**config.mk**
```make
export PLATFORM = sky130hd
export DESIGN_NAME = mips_exec_ctrl_flat
export DESIGN_NICKNAME = d
export VERILOG_FILES = /design/src/rtl/mips_ctrl_pkg.sv /design/src/rtl/mips_exec_ctrl_if.sv /design/src/rtl/mips_ctrl_sat_counter.sv /design/src/rtl/mips_exec_ctrl.sv /design/src/flat_wrapper.sv
export SDC_FILE = /design/constraint.sdc
export NUM_CORES = 1
export LEC_CHECK = 0
export ABC_AREA = 1
export BUFFER_PORTS_ARGS = -buffer_cell sky130_fd_sc_hd__clkbuf_2
export CAP_MARGIN = 25
export CORE_MARGIN = 8
export CORE_UTILIZATION = 50
export DETAILED_ROUTE_END_ITERATION = 8
export GPL_ROUTABILITY_DRIVEN = 0
export PLACE_DENSITY = 0.77
export SYNTH_ARGS = -nofsm -noshare
export SYNTH_HDL_FRONTEND = slang
export SYNTH_SLANG_ARGS = --single-unit
```
**constraint.sdc**
```tcl
create_clock -name clk -period 2.3 [get_ports clk]
set_clock_uncertainty 0.1 [all_clocks]
set_input_delay 0.23 -clock clk [delete_from_list [all_inputs] [get_ports clk]]
set_output_delay 0.23 -clock clk [all_outputs]
set_load 0.01 [all_outputs]
```
**src/rtl/mips_ctrl_pkg.sv**
```systemverilog
// Shared definitions for the MIPS execution controller: states, commands, defaults.
package mips_ctrl_pkg;

  localparam int unsigned STATE_W    = 3;
  localparam int unsigned CMD_W      = 2;
  localparam int unsigned REG_ADDR_W = 5;
  localparam int unsigned DATA_W     = 32;
  localparam int unsigned WB_CNT_W   = 8;

  localparam int unsigned DEF_DRAIN_CYCLES = 4;
  localparam int unsigned DEF_RST_CYCLES   = 2;

  // Instruction word the fetch stage flags as HALT.
  localparam logic [DATA_W-1:0] HALT_OPCODE = 32'hFFFF_FFFF;

  typedef enum logic [STATE_W-1:0] {
    ST_IDLE   = 3'd0,
    ST_RUN    = 3'd1,
    ST_STEP   = 3'd2,
    ST_DRAIN  = 3'd3,
    ST_DONE   = 3'd4,
    ST_CPURST = 3'd5
  } state_e;

  typedef enum logic [CMD_W-1:0] {
    CMD_RUN       = 2'b00,
    CMD_STEP      = 2'b01,
    CMD_STOP      = 2'b10,
    CMD_CPU_RESET = 2'b11
  } cmd_e;

  // Captured write-back result.
  typedef struct packed {
    logic [REG_ADDR_W-1:0] addr;
    logic [DATA_W-1:0]     data;
  } wb_payload_t;

endpackage

```
**src/rtl/mips_exec_ctrl_if.sv**
```systemverilog
// Debug command handshake plus the write-back observation bus.
interface mips_exec_ctrl_if;
  import mips_ctrl_pkg::*;

  logic                  i_cmd_valid;
  logic [CMD_W-1:0]      i_cmd;
  logic                  o_cmd_ready;
  logic                  i_wb_regwrite;
  logic [REG_ADDR_W-1:0] i_wb_addr;
  logic [DATA_W-1:0]     i_wb_data;

  modport master (
    output i_cmd_valid, i_cmd, i_wb_regwrite, i_wb_addr, i_wb_data,
    input  o_cmd_ready
  );

  modport slave (
    input  i_cmd_valid, i_cmd, i_wb_regwrite, i_wb_addr, i_wb_data,
    output o_cmd_ready
  );

endinterface

```
**src/rtl/mips_ctrl_sat_counter.sv**
```systemverilog
// Up-counter with synchronous clear and saturation at all-ones.
module mips_ctrl_sat_counter #(
  parameter int unsigned W = 32
) (
  input  logic         clk,
  input  logic         rst,
  input  logic         clr,
  input  logic         en,
  output logic [W-1:0] count
);

  // Clear wins over enable; hold once every bit is set.
  always_ff @(posedge clk) begin
    if (rst || clr) begin
      count <= '0;
    end else if (en && (count != {W{1'b1}})) begin
      count <= count + W'(1);
    end
  end

endmodule

```
**src/rtl/mips_exec_ctrl.sv**
```systemverilog
// Execution controller: run/step/stop/reset sequencing, pipeline drain, write-back capture.
module mips_exec_ctrl
  import mips_ctrl_pkg::*;
#(
  parameter int unsigned DRAIN_CYCLES = DEF_DRAIN_CYCLES,
  parameter int unsigned RST_CYCLES   = DEF_RST_CYCLES,
  parameter int unsigned CNT_W        = 32
) (
  input  logic                  clk,
  input  logic                  rst,
  mips_exec_ctrl_if.slave       bus,
  input  logic                  i_halt_fetched,
  output logic                  o_pc_write,
  output logic                  o_cpu_rst,
  output logic [STATE_W-1:0]    o_state,
  output logic                  o_done,
  output logic [CNT_W-1:0]      o_cycle_count,
  output logic [REG_ADDR_W-1:0] o_last_wb_addr,
  output logic [DATA_W-1:0]     o_last_wb_data,
  output logic [WB_CNT_W-1:0]   o_wb_count
);

  // One down-counter serves both DRAIN and CPURST; size it for the longer one.
  localparam int unsigned DN_MAX = (DRAIN_CYCLES > RST_CYCLES) ? DRAIN_CYCLES : RST_CYCLES;
  localparam int unsigned DN_W   = (DN_MAX > 1) ? $clog2(DN_MAX) : 1;

  state_e              state_q, state_d;
  logic [DN_W-1:0]     dn_q, dn_d;
  logic                pc_write_q, pc_write_d;
  logic                cpu_rst_q, cpu_rst_d;
  logic                done_q, done_d;
  logic                ready_q, ready_d;
  logic                cmd_acc_c;
  logic                cpurst_entry_c;
  cmd_e                cmd_c;
  wb_payload_t         last_wb_q;
  logic [WB_CNT_W-1:0] wb_cnt_q;

  assign cmd_c     = cmd_e'(bus.i_cmd);
  assign cmd_acc_c = bus.i_cmd_valid & ready_q;

  // Next state, down-counter and registered-output targets.
  always_comb begin
    state_d        = state_q;
    dn_d           = dn_q;
    pc_write_d     = 1'b0;
    cpu_rst_d      = 1'b0;
    done_d         = 1'b0;
    ready_d        = 1'b0;
    cpurst_entry_c = 1'b0;

    case (state_q)
      ST_IDLE: begin
        if (cmd_acc_c) begin
          case (cmd_c)
            CMD_RUN:       state_d = ST_RUN;
            CMD_STEP:      state_d = ST_STEP;
            CMD_CPU_RESET: state_d = ST_CPURST;
            default:       state_d = ST_IDLE;
          endcase
        end
      end
      ST_RUN: begin
        if (cmd_acc_c && (cmd_c == CMD_CPU_RESET)) begin
          state_d = ST_CPURST;
        end else if (i_halt_fetched || (cmd_acc_c && (cmd_c == CMD_STOP))) begin
          state_d = ST_DRAIN;
        end
      end
      ST_STEP: begin
        state_d = i_halt_fetched ? ST_DRAIN : ST_IDLE;
      end
      ST_DRAIN: begin
        if (dn_q == '0) begin
          state_d = ST_DONE;
        end else begin
          dn_d = dn_q - DN_W'(1);
        end
      end
      ST_DONE: begin
        if (cmd_acc_c && (cmd_c == CMD_CPU_RESET)) begin
          state_d = ST_CPURST;
        end
      end
      ST_CPURST: begin
        if (dn_q == '0) begin
          state_d = ST_IDLE;
        end else begin
          dn_d = dn_q - DN_W'(1);
        end
      end
      default: state_d = ST_IDLE;
    endcase

    // Load the down-counter on entry to a timed state.
    if ((state_d == ST_DRAIN) && (state_q != ST_DRAIN)) begin
      dn_d = DN_W'(DRAIN_CYCLES - 1);
    end
    if ((state_d == ST_CPURST) && (state_q != ST_CPURST)) begin
      dn_d           = DN_W'(RST_CYCLES - 1);
      cpurst_entry_c = 1'b1;
    end

    pc_write_d = (state_d == ST_RUN) || (state_d == ST_STEP);
    cpu_rst_d  = (state_d == ST_CPURST);
    ready_d    = (state_d == ST_IDLE) || (state_d == ST_RUN) || (state_d == ST_DONE);
    done_d     = (state_d == ST_DRAIN) && (dn_d == '0);
  end

  // State register and registered control outputs.
  always_ff @(posedge clk) begin
    if (rst) begin
      state_q    <= ST_IDLE;
      dn_q       <= '0;
      pc_write_q <= 1'b0;
      cpu_rst_q  <= 1'b0;
      done_q     <= 1'b0;
      ready_q    <= 1'b1;
    end else begin
      state_q    <= state_d;
      dn_q       <= dn_d;
      pc_write_q <= pc_write_d;
      cpu_rst_q  <= cpu_rst_d;
      done_q     <= done_d;
      ready_q    <= ready_d;
    end
  end

  // Write-back capture; suspended while the core is held in reset, cleared on entry to it.
  always_ff @(posedge clk) begin
    if (rst || cpurst_entry_c) begin
      last_wb_q <= '0;
      wb_cnt_q  <= '0;
    end else if ((state_q != ST_CPURST) && bus.i_wb_regwrite) begin
      last_wb_q <= '{addr: bus.i_wb_addr, data: bus.i_wb_data};
      wb_cnt_q  <= wb_cnt_q + WB_CNT_W'(1);
    end
  end

  // Counts cycles in which the PC is allowed to advance.
  mips_ctrl_sat_counter #(
    .W (CNT_W)
  ) u_cycle_cnt (
    .clk   (clk),
    .rst   (rst),
    .clr   (cpurst_entry_c),
    .en    (pc_write_q),
    .count (o_cycle_count)
  );

  assign bus.o_cmd_ready = ready_q;
  assign o_pc_write      = pc_write_q;
  assign o_cpu_rst       = cpu_rst_q;
  assign o_done          = done_q;
  assign o_state         = state_q;
  assign o_last_wb_addr  = last_wb_q.addr;
  assign o_last_wb_data  = last_wb_q.data;
  assign o_wb_count      = wb_cnt_q;

endmodule

```
**src/flat_wrapper.sv**
```systemverilog
// flat-port wrapper written by rule: the top's interface ports become plain ports
module mips_exec_ctrl_flat import mips_ctrl_pkg::*;
#(
  parameter int unsigned DRAIN_CYCLES = DEF_DRAIN_CYCLES,
  parameter int unsigned RST_CYCLES   = DEF_RST_CYCLES,
  parameter int unsigned CNT_W        = 32
)
  (clk, rst, i_halt_fetched, o_pc_write, o_cpu_rst, o_state, o_done, o_cycle_count, o_last_wb_addr, o_last_wb_data, o_wb_count, bus_i_cmd_valid, bus_i_cmd, bus_i_wb_regwrite, bus_i_wb_addr, bus_i_wb_data, bus_o_cmd_ready);
  mips_exec_ctrl_if bus_i ();
  input  logic clk;
  input  logic rst;
  input  logic i_halt_fetched;
  output logic o_pc_write;
  output logic o_cpu_rst;
  output logic [STATE_W-1:0] o_state;
  output logic o_done;
  output logic [CNT_W-1:0] o_cycle_count;
  output logic [REG_ADDR_W-1:0] o_last_wb_addr;
  output logic [DATA_W-1:0] o_last_wb_data;
  output logic [WB_CNT_W-1:0] o_wb_count;
  input wire logic [$bits(bus_i.i_cmd_valid)-1:0] bus_i_cmd_valid;
  input wire logic [$bits(bus_i.i_cmd)-1:0] bus_i_cmd;
  input wire logic [$bits(bus_i.i_wb_regwrite)-1:0] bus_i_wb_regwrite;
  input wire logic [$bits(bus_i.i_wb_addr)-1:0] bus_i_wb_addr;
  input wire logic [$bits(bus_i.i_wb_data)-1:0] bus_i_wb_data;
  output wire logic [$bits(bus_i.o_cmd_ready)-1:0] bus_o_cmd_ready;
  assign bus_i.i_cmd_valid = bus_i_cmd_valid;
  assign bus_i.i_cmd = bus_i_cmd;
  assign bus_i.i_wb_regwrite = bus_i_wb_regwrite;
  assign bus_i.i_wb_addr = bus_i_wb_addr;
  assign bus_i.i_wb_data = bus_i_wb_data;
  assign bus_o_cmd_ready = bus_i.o_cmd_ready;
  mips_exec_ctrl #(.DRAIN_CYCLES(DRAIN_CYCLES), .RST_CYCLES(RST_CYCLES), .CNT_W(CNT_W)) u_core (.clk(clk), .rst(rst), .bus(bus_i), .i_halt_fetched(i_halt_fetched), .o_pc_write(o_pc_write), .o_cpu_rst(o_cpu_rst), .o_state(o_state), .o_done(o_done), .o_cycle_count(o_cycle_count), .o_last_wb_addr(o_last_wb_addr), .o_last_wb_data(o_last_wb_data), .o_wb_count(o_wb_count));
endmodule
```
* After elaboration in Yosys (flattened, before gate mapping) *
Cells that the tools add are included.

storage, ports and cells
  bits of input ports = 44
  register bits = 86
  output and inout bits = 84
  word-level logic and storage cells = 62

cells by class
  reduce and logical (&&, ||, !) cells = 18
  $add $sub $neg = 3
  equality and inequality tests = 16
  muxes and demuxes = 14
  bitwise operators = 1

operator list
  cell                     count
  $add A32 B1 Y32 const B  1
  $ne A32 B32 Y1 const B   1
  $mux W3                  6
  $pmux W3 S6              1
  $eq A3 B2 Y1 const B     4
  $eq A3 B3 Y1 const B     4
  $mux W2                  5
  $pmux W3 S3              1
  $add A8 B1 Y8 const B    1
  $logic_and A1 B1 Y1      7
  $eq A3 B1 Y1 const B     2
  $logic_not A2 Y1         3
  $logic_not A3 Y1         2
  $logic_or A1 B1 Y1       5
  $eq A2 B2 Y1 const B     2
  $ne A3 B2 Y1 const B     1
  $ne A3 B3 Y1 const B     1
  $eq A2 B1 Y1 const B     1
  $reduce_or A2 Y1         1
  $sub A2 B1 Y2 const B    1
  $and A1 B1 Y1            1
  $mux W1                  1

* Depth between registers and ports, before layout *
Gate-level depths: netlist of the first run.

  word-level depth = 12
  gate-level depth with buffers = 13
  mapped depth without buffers = 12

* Modules after synthesis *
A second synthesis of the first run with hierarchy kept.

second synthesis, totals
  cell total of the unflattened synthesis = 636
  area, all modules = 4558.1 µm²

modules (own cells, without submodules)
  module                 area each (µm²)  seq. area each (µm²)  cells each  times used
  mips_exec_ctrl         2529.9           1081.0                308         1
  mips_ctrl_sat_counter  2028.2           640.6                 328         1

* Least setup slack after synthesis of the first run *
Ideal clock, no wire load.

  path type = register to register
  start = reg u_core.u_cycle_cnt.count[0]
  end = reg u_core.u_cycle_cnt.count[26]
  required time = 2.134 ns
  arrival = 1.606 ns
  setup time = 0.066 ns
  setup slack = 0.528 ns
  stages on the path, launching flop included = 11
  cell sequence = dfxtp_1 ha_1 nand2_1 nor2_2 nand2_2 nor2_2 nand2_1 nand2_2 buf_2 nand2_1 a21oi_2

between the ends
  longest elaborated chain between the ends = 2
  elaborated cells between the ends (all ways) = 3
  those cells by class = add/sub: 1; eq/ne: 1; reduce/logical: 1

RTL lines
  what                                                                     RTL line                     source
  start: declaration                                                       mips_ctrl_sat_counter.sv:9   output logic [W-1:0] count
  start signal: assignment                                                 mips_ctrl_sat_counter.sv:17  count <= count + W'(1);
  parallel branches: the longest is 2 deep, another holds $add A32 B1 Y32  -

Parallel ways; which one is timed is not known.
A chain may end at the register's enable or synchronous reset.

* Final worst setup path of the first run *
  start = reg u_core.u_cycle_cnt.count[0]
  end = reg u_core.u_cycle_cnt.count[10]

The elaborated chain is that of the path after synthesis.

==> flow_summary.json, run 1 <==
{
  "start_util_pct": 50.43,
  "min_period_over_period_pct": 90.88,
  "synthCells": 633,
  "num_io_pins": 128,
  "cts_tree": "done",
  "dr.pass1.iters": 5,
  "rsz0062_at_grt": "false",
  "start_kind": "flip-flop",
  "vias": 4530,
  "critPathArrivalTime_ns": 2.29,
  "tns_ns": 0,
  "drv_cap": 0,
  "hp-class": "input pin to flip-flop",
  "overflow": 0,
  "die_h_um": 111.4,
  "diodes": 0,
  "nFillCells": 805,
  "crit_fanout": 14,
  "cts_resized": 0,
  "numPortBuffers": 127,
  "p_leak_nw": 2.448,
  "period_minus_slack_ns": 2.090,
  "ys_seq_area_share_pct": 37.84,
  "synth_top_cell_area_share_pct": 37.84,
  "via_per_inst": 5.006,
  "num_rows": 35,
  "cts.sinks": 86,
  "drc": 0,
  "numCtsBuffers": 9,
  "die-area_um2": 12410,
  "grt_pass1_wl_um": 20670,
  "die_w_um": 111.4,
  "cp.required_ns": 2.50,
  "ant_nets": 0,
  "wl_per_cell_um": 13.74,
  "crit_type": "flip-flop to flip-flop",
  "powerDensity_nw_per_um2": 577.9,
  "synth_fp_nets": 682,
  "h-tree-depth": 3,
  "synthesis.area_um2": 4549,
  "slew_violations": 0,
  "worst_pin_slew_ns": 0.3944,
  "grt_usage_pct": 19.51,
  "synth.area.top_cells": "dfxtp_1 38%, nand2_1 19%, a21oi_2 12%",
  "synthToLayoutAreaGrowth_pct": 25.72,
  "relSlewSlack_pct": 73.71,
  "routed_wl_um": 12440,
  "grt_pass1_vias": 4541,
  "clock.fmax_mhz": 478.4,
  "coreArea_um2": 9021,
  "clkLatencyLatePin_ns": 0.36,
  "setup_viol": 0,
  "crit_path_end_kind": "flip-flop",
  "post_dp_cell_area_um2": 5197,
  "antenna_found_initial": 0,
  "cts.clk_slew.worst_paths_ns": 0.10,
  "grt_max_degree": 46,
  "fin_area_um2": 5719,
  "layout.nets": 838,
  "synth_warnings": 0,
  "drt_iter0_markers": 228,
  "final_hold_viol_count": 0,
  "cts_root_buffer": "clkbuf_8",
  "clk_path_buf_depth": 2,
  "hpwl_um": 8848,
  "status": "completed",
  "synth_cell_type_count": 30,
  "avgSynthCellArea_um2": 7.187,
  "drive_gt1_share_pct": 29.85,
  "synth_area_leader_cell": "dfxtp_1",
  "ir_drop_mv": 0.3662,
  "synth-seq-cells": 86
}
-- report_power, final --
part | internal, mW | total [mW] | switching (mW) | leakage [nW]
Sequential | 1.56 | 1.63 | 0.0652 | 0.701
Combinational | 0.243 | 0.645 | 0.401 | 1.65
Clock | 0.439 | 1.03 | 0.593 | 0.0950
Total | 2.25 | 3.31 | 1.06 | 2.45
-- layout by cell type (no fill, tap or decap), drive strengths merged, types with 8 or more instances in the layout --
cell type	n
dlygate4sd3	33
inv	50
clkbuf	137
xor2	14
nor2	82
nand2	238
nand3	25
dfxtp	86
buf	8
nand4	8
a21oi	73
-- metal layers --
layer	GRT usage, %	routed length, um	part of all wire (%)
met1	20.82	5039	41
met2	34.49	6185	50
met3	4.731	729	5.9
met4	10.84	481	3.9
met5	0	0	0
-- cells in the mapped netlist, drive strengths merged --
cell type	number
dfxtp	86
clkinv	1
or2	2
nand3b	4
xnor2	7
nand4	8
inv	48
nor2	82
a21oi	73
o21bai	2
buf	14
ha	5
nand2	238
and3	2
xor2	14
nand3	25
clkbuf	9
o21ai	6
nor3	7
-- cells by family after synthesis --
logic type,count (synthesis),synth area share (%)
and+or+nand+nor,368,33.99
DFF,86,37.84
AOI/OAI and AO/OA,81,14.05
buffers and inverters,72,8.691
xor gates and xnor gates,21,4.043
adders and majority gates,5,1.375
-- final timing paths --
kind / start / to / slack [ns] / depth (start not counted)
min reg2reg: u_core.o_last_wb_data[8]$_SDFFE_PP0P_ / u_core.o_last_wb_data[8]$_SDFFE_PP0P_ / 0.37 / 2
max reg2reg: u_core.u_cycle_cnt.count[0]$_SDFFE_PP0P_ / u_core.u_cycle_cnt.count[10]$_SDFFE_PP0P_ / 0.21 / 10
max: u_core.u_cycle_cnt.count[0]$_SDFFE_PP0P_ / u_core.u_cycle_cnt.count[10]$_SDFFE_PP0P_ / 0.21 / 10
min: bus_i_wb_data[18] / u_core.o_last_wb_data[18]$_SDFFE_PP0P_ / 0.02 / 3
-- final cells by class --
cell class | count | area (um^2) | area share (%)
multi-input combinational | 475 | 2432 | 42.53
sequential | 86 | 1722 | 30.10
timing repair buffer | 168 | 1051 | 18.38
inverter | 49 | 183.9 | 3.216
tap | 111 | 138.9 | 2.428
clock buffer | 10 | 137.6 | 2.406
clock inverter | 6 | 53.80 | 0.9407
-- worst max-delay path, cell delays in order (launching register included) --
cell and delay [ns]:
dfxtp_1 0.42, ha_1 0.21, nand2_1 0.10, nor2_2 0.16, nand2_2 0.09, nor2_2 0.19, nand2_1 0.10, nand2_2 0.19
buf_4 0.24, nand2_1 0.09, a21oi_2 0.14
-- registers in the layout, indices dropped and copies added, names as in the netlist --
name and cells:
u_core.dn_q 2, u_core.o_cpu_rst 1, u_core.o_state 3, u_core.o_done 1, u_core.o_last_wb_data 32, u_core.o_last_wb_addr 5
u_core.u_cycle_cnt.count 32, u_core.o_wb_count 8, u_core.bus.o_cmd_ready 1, u_core.o_pc_write 1
-- through the flow --
step | power, mW | hold WS (ns) | setup WS (ns) | cells | utilization, %
2_1_floorplan | 2.089 | 0.2024 | 0.5279 | 633 | -
3_3_place_gp | 2.232 | 0.3318 | 0.3444 | 856 | 57.61
3_5_place_dp | 2.252 | 0.3335 | 0.2368 | 856 | 57.61
4_1_cts | 3.329 | 0.003294 | 0.2227 | 905 | 63.40
5_1_grt | 3.456 | 0.01045 | 0.02799 | 905 | 63.40
6_report | 3.305 | 0.01669 | 0.2099 | 905 | 63.40
-- timing repair --
action / 4_1_cts / 5_1_grt
hold buffers: 33 / 0
setup endpoints to repair: 0 / 0
buffers inserted: 0 / 0
hold endpoints to repair: 34 / 0
No activity file was read; power rests on OpenSTA's default activity.
==> inputs of run 2 (changes only) <==
--- a/config.mk
+++ b/config.mk
@@ -8,7 +8,7 @@
 export ABC_AREA = 1
 export BUFFER_PORTS_ARGS = -buffer_cell sky130_fd_sc_hd__clkbuf_2
 export CAP_MARGIN = 25
-export CORE_MARGIN = 8
+export CORE_MARGIN = 1.5
 export CORE_UTILIZATION = 50
 export DETAILED_ROUTE_END_ITERATION = 8
 export GPL_ROUTABILITY_DRIVEN = 0
==> flow_summary.json, run 2 (same netlist as run 1, synthesis figures left out) <==
{
  "fin_area_um2": 5753,
  "numPortBuffers": 127,
  "num_io_pins": 128,
  "numCtsBuffers": 9,
  "period_minus_slack_ns": 2.071,
  "routed_wl_um": 11950,
  "status": "completed",
  "hold_path_depth": 3,
  "most-common-layout-cells": "234 x nand2_1, 127 x clkbuf_2, 86 x dfxtp_1",
  "crit_fanout": 20,
  "cts_resized": 0,
  "grt_pass1_vias": 4439,
  "ant_nets": 0,
  "hpwl_um": 8454,
  "cp.required_ns": 2.51,
  "cts_tree": "done",
  "dr.pass1.iters": 4,
  "clk_path_buf_depth": 2,
  "vias": 4569,
  "critPathArrivalTime_ns": 2.28,
  "relSlewSlack_pct": 73.86,
  "drv_cap": 0,
  "wl_per_cell_um": 13.21,
  "coreArea_um2": 8763,
  "slew_violations": 0,
  "ff2ff_path_depth": 12,
  "die-area_um2": 9680,
  "die_w_um": 98.39,
  "cts.clk_slew.worst_paths_ns": 0.09,
  "hp-class": "input pin to flip-flop",
  "pre_cts_ws_ns": 0.2195,
  "start_util_pct": 51.91,
  "crit_path_end_kind": "flip-flop",
  "grt_use_met3_pct": 5.011,
  "min_period_over_period_pct": 90.04,
  "tns_ns": 0,
  "place_inst": 855,
  "drc": 0,
  "final-instance-count-excl-fill": 905,
  "grt.busiest_layer": "met2",
  "clock.fmax_mhz": 482.9,
  "via_per_inst": 5.049,
  "setup_viol": 0,
  "drive_gt1_share_pct": 29.99,
  "rsz0062_at_grt": "false",
  "fin_util_pct": 65.65,
  "powerDensity_nw_per_um2": 591.3,
  "final_common_cell": "nand2_1",
  "grt.met1_usage_pct": 28.62,
  "post_dp_cell_area_um2": 5209,
  "setup_ws_ns": 0.2290,
  "worst_pin_slew_ns": 0.3922,
  "drt_iter0_markers": 205,
  "ir_drop_mv": 0.3353,
  "diodes": 0,
  "crit_type": "flip-flop to flip-flop",
  "layout.nets": 841,
  "final_hold_viol_count": 0,
  "grt_pass1_wl_um": 19650,
  "die_h_um": 98.39,
  "overflow": 0,
  "h-tree-depth": 3,
  "use_met2_pct": 44.63,
  "synthToLayoutAreaGrowth_pct": 26.46,
  "p_leak_nw": 2.469,
  "num_rows": 34,
  "start_kind": "flip-flop",
  "grt_max_degree": 40,
  "grt_usage_pct": 25.03,
  "cts_root_buffer": "clkbuf_8",
  "antenna_found_initial": 0,
  "clkLatencyLatePin_ns": 0.38,
  "cts.sinks": 86
}
-- run 2: path summary, 6_finish.rpt --
kind | slack (ns) | startpoint | end
min reg2reg | 0.37 | u_core.o_last_wb_data[1]$_SDFFE_PP0P_ | u_core.o_last_wb_data[1]$_SDFFE_PP0P_
max | 0.23 | u_core.u_cycle_cnt.count[0]$_SDFFE_PP0P_ | u_core.u_cycle_cnt.count[19]$_SDFFE_PP0P_
max reg2reg | 0.23 | u_core.u_cycle_cnt.count[0]$_SDFFE_PP0P_ | u_core.u_cycle_cnt.count[19]$_SDFFE_PP0P_
min | 0.005 | bus_i_wb_data[27] | u_core.o_last_wb_data[27]$_SDFFE_PP0P_
-- run 2: metrics by stage --
step                      power (mW)  hold slack [ns]
after floorplan                2.089           0.2024
after global placement         2.245           0.3395
after detailed placement       2.266           0.3392
after CTS                      3.421       0.00004485
after global routing           3.551          0.01634
final                          3.402         0.004795
-- run 2: power by group --
part	internal, mW	switching, mW
clock	0.517	0.605
sequential	1.56	0.0624
combinational	0.252	0.402
-- run 2: repair_timing --
action                                 CTS  global route
hold buffers                            34             0
endpoints found under the hold margin   35             0
setup buffers                            0             0
-- run 2: metal layers --
layer  vias up  wire length (um)
li1       2305                 -
met1      2091              4889
met2       140              6023
met3        33               661
met4         0               377
met5         -                 0
-- run 2: final cells by class --
class / count / area (um^2)
clock buffer: 9 / 123.9
tap: 108 / 135.1
inverter: 49 / 183.9
fill: 790 / 3010
multi-input combinational: 475 / 2432
sequential: 86 / 1722
timing repair buffer: 171 / 1076
clock inverter: 7 / 80.08
-- run 2: worst max-delay path, cell delays in order, from the launching register on --
cell and delay (ns):
dfxtp_1 0.41, ha_1 0.22, nand2_1 0.09, nor2_2 0.17
nand2_2 0.10, nor2_2 0.21, nand2_1 0.10, nand2_2 0.09
buf_4 0.24, nor2_1 0.10, nand2_1 0.07, nand2_1 0.05
nor2_1 0.07
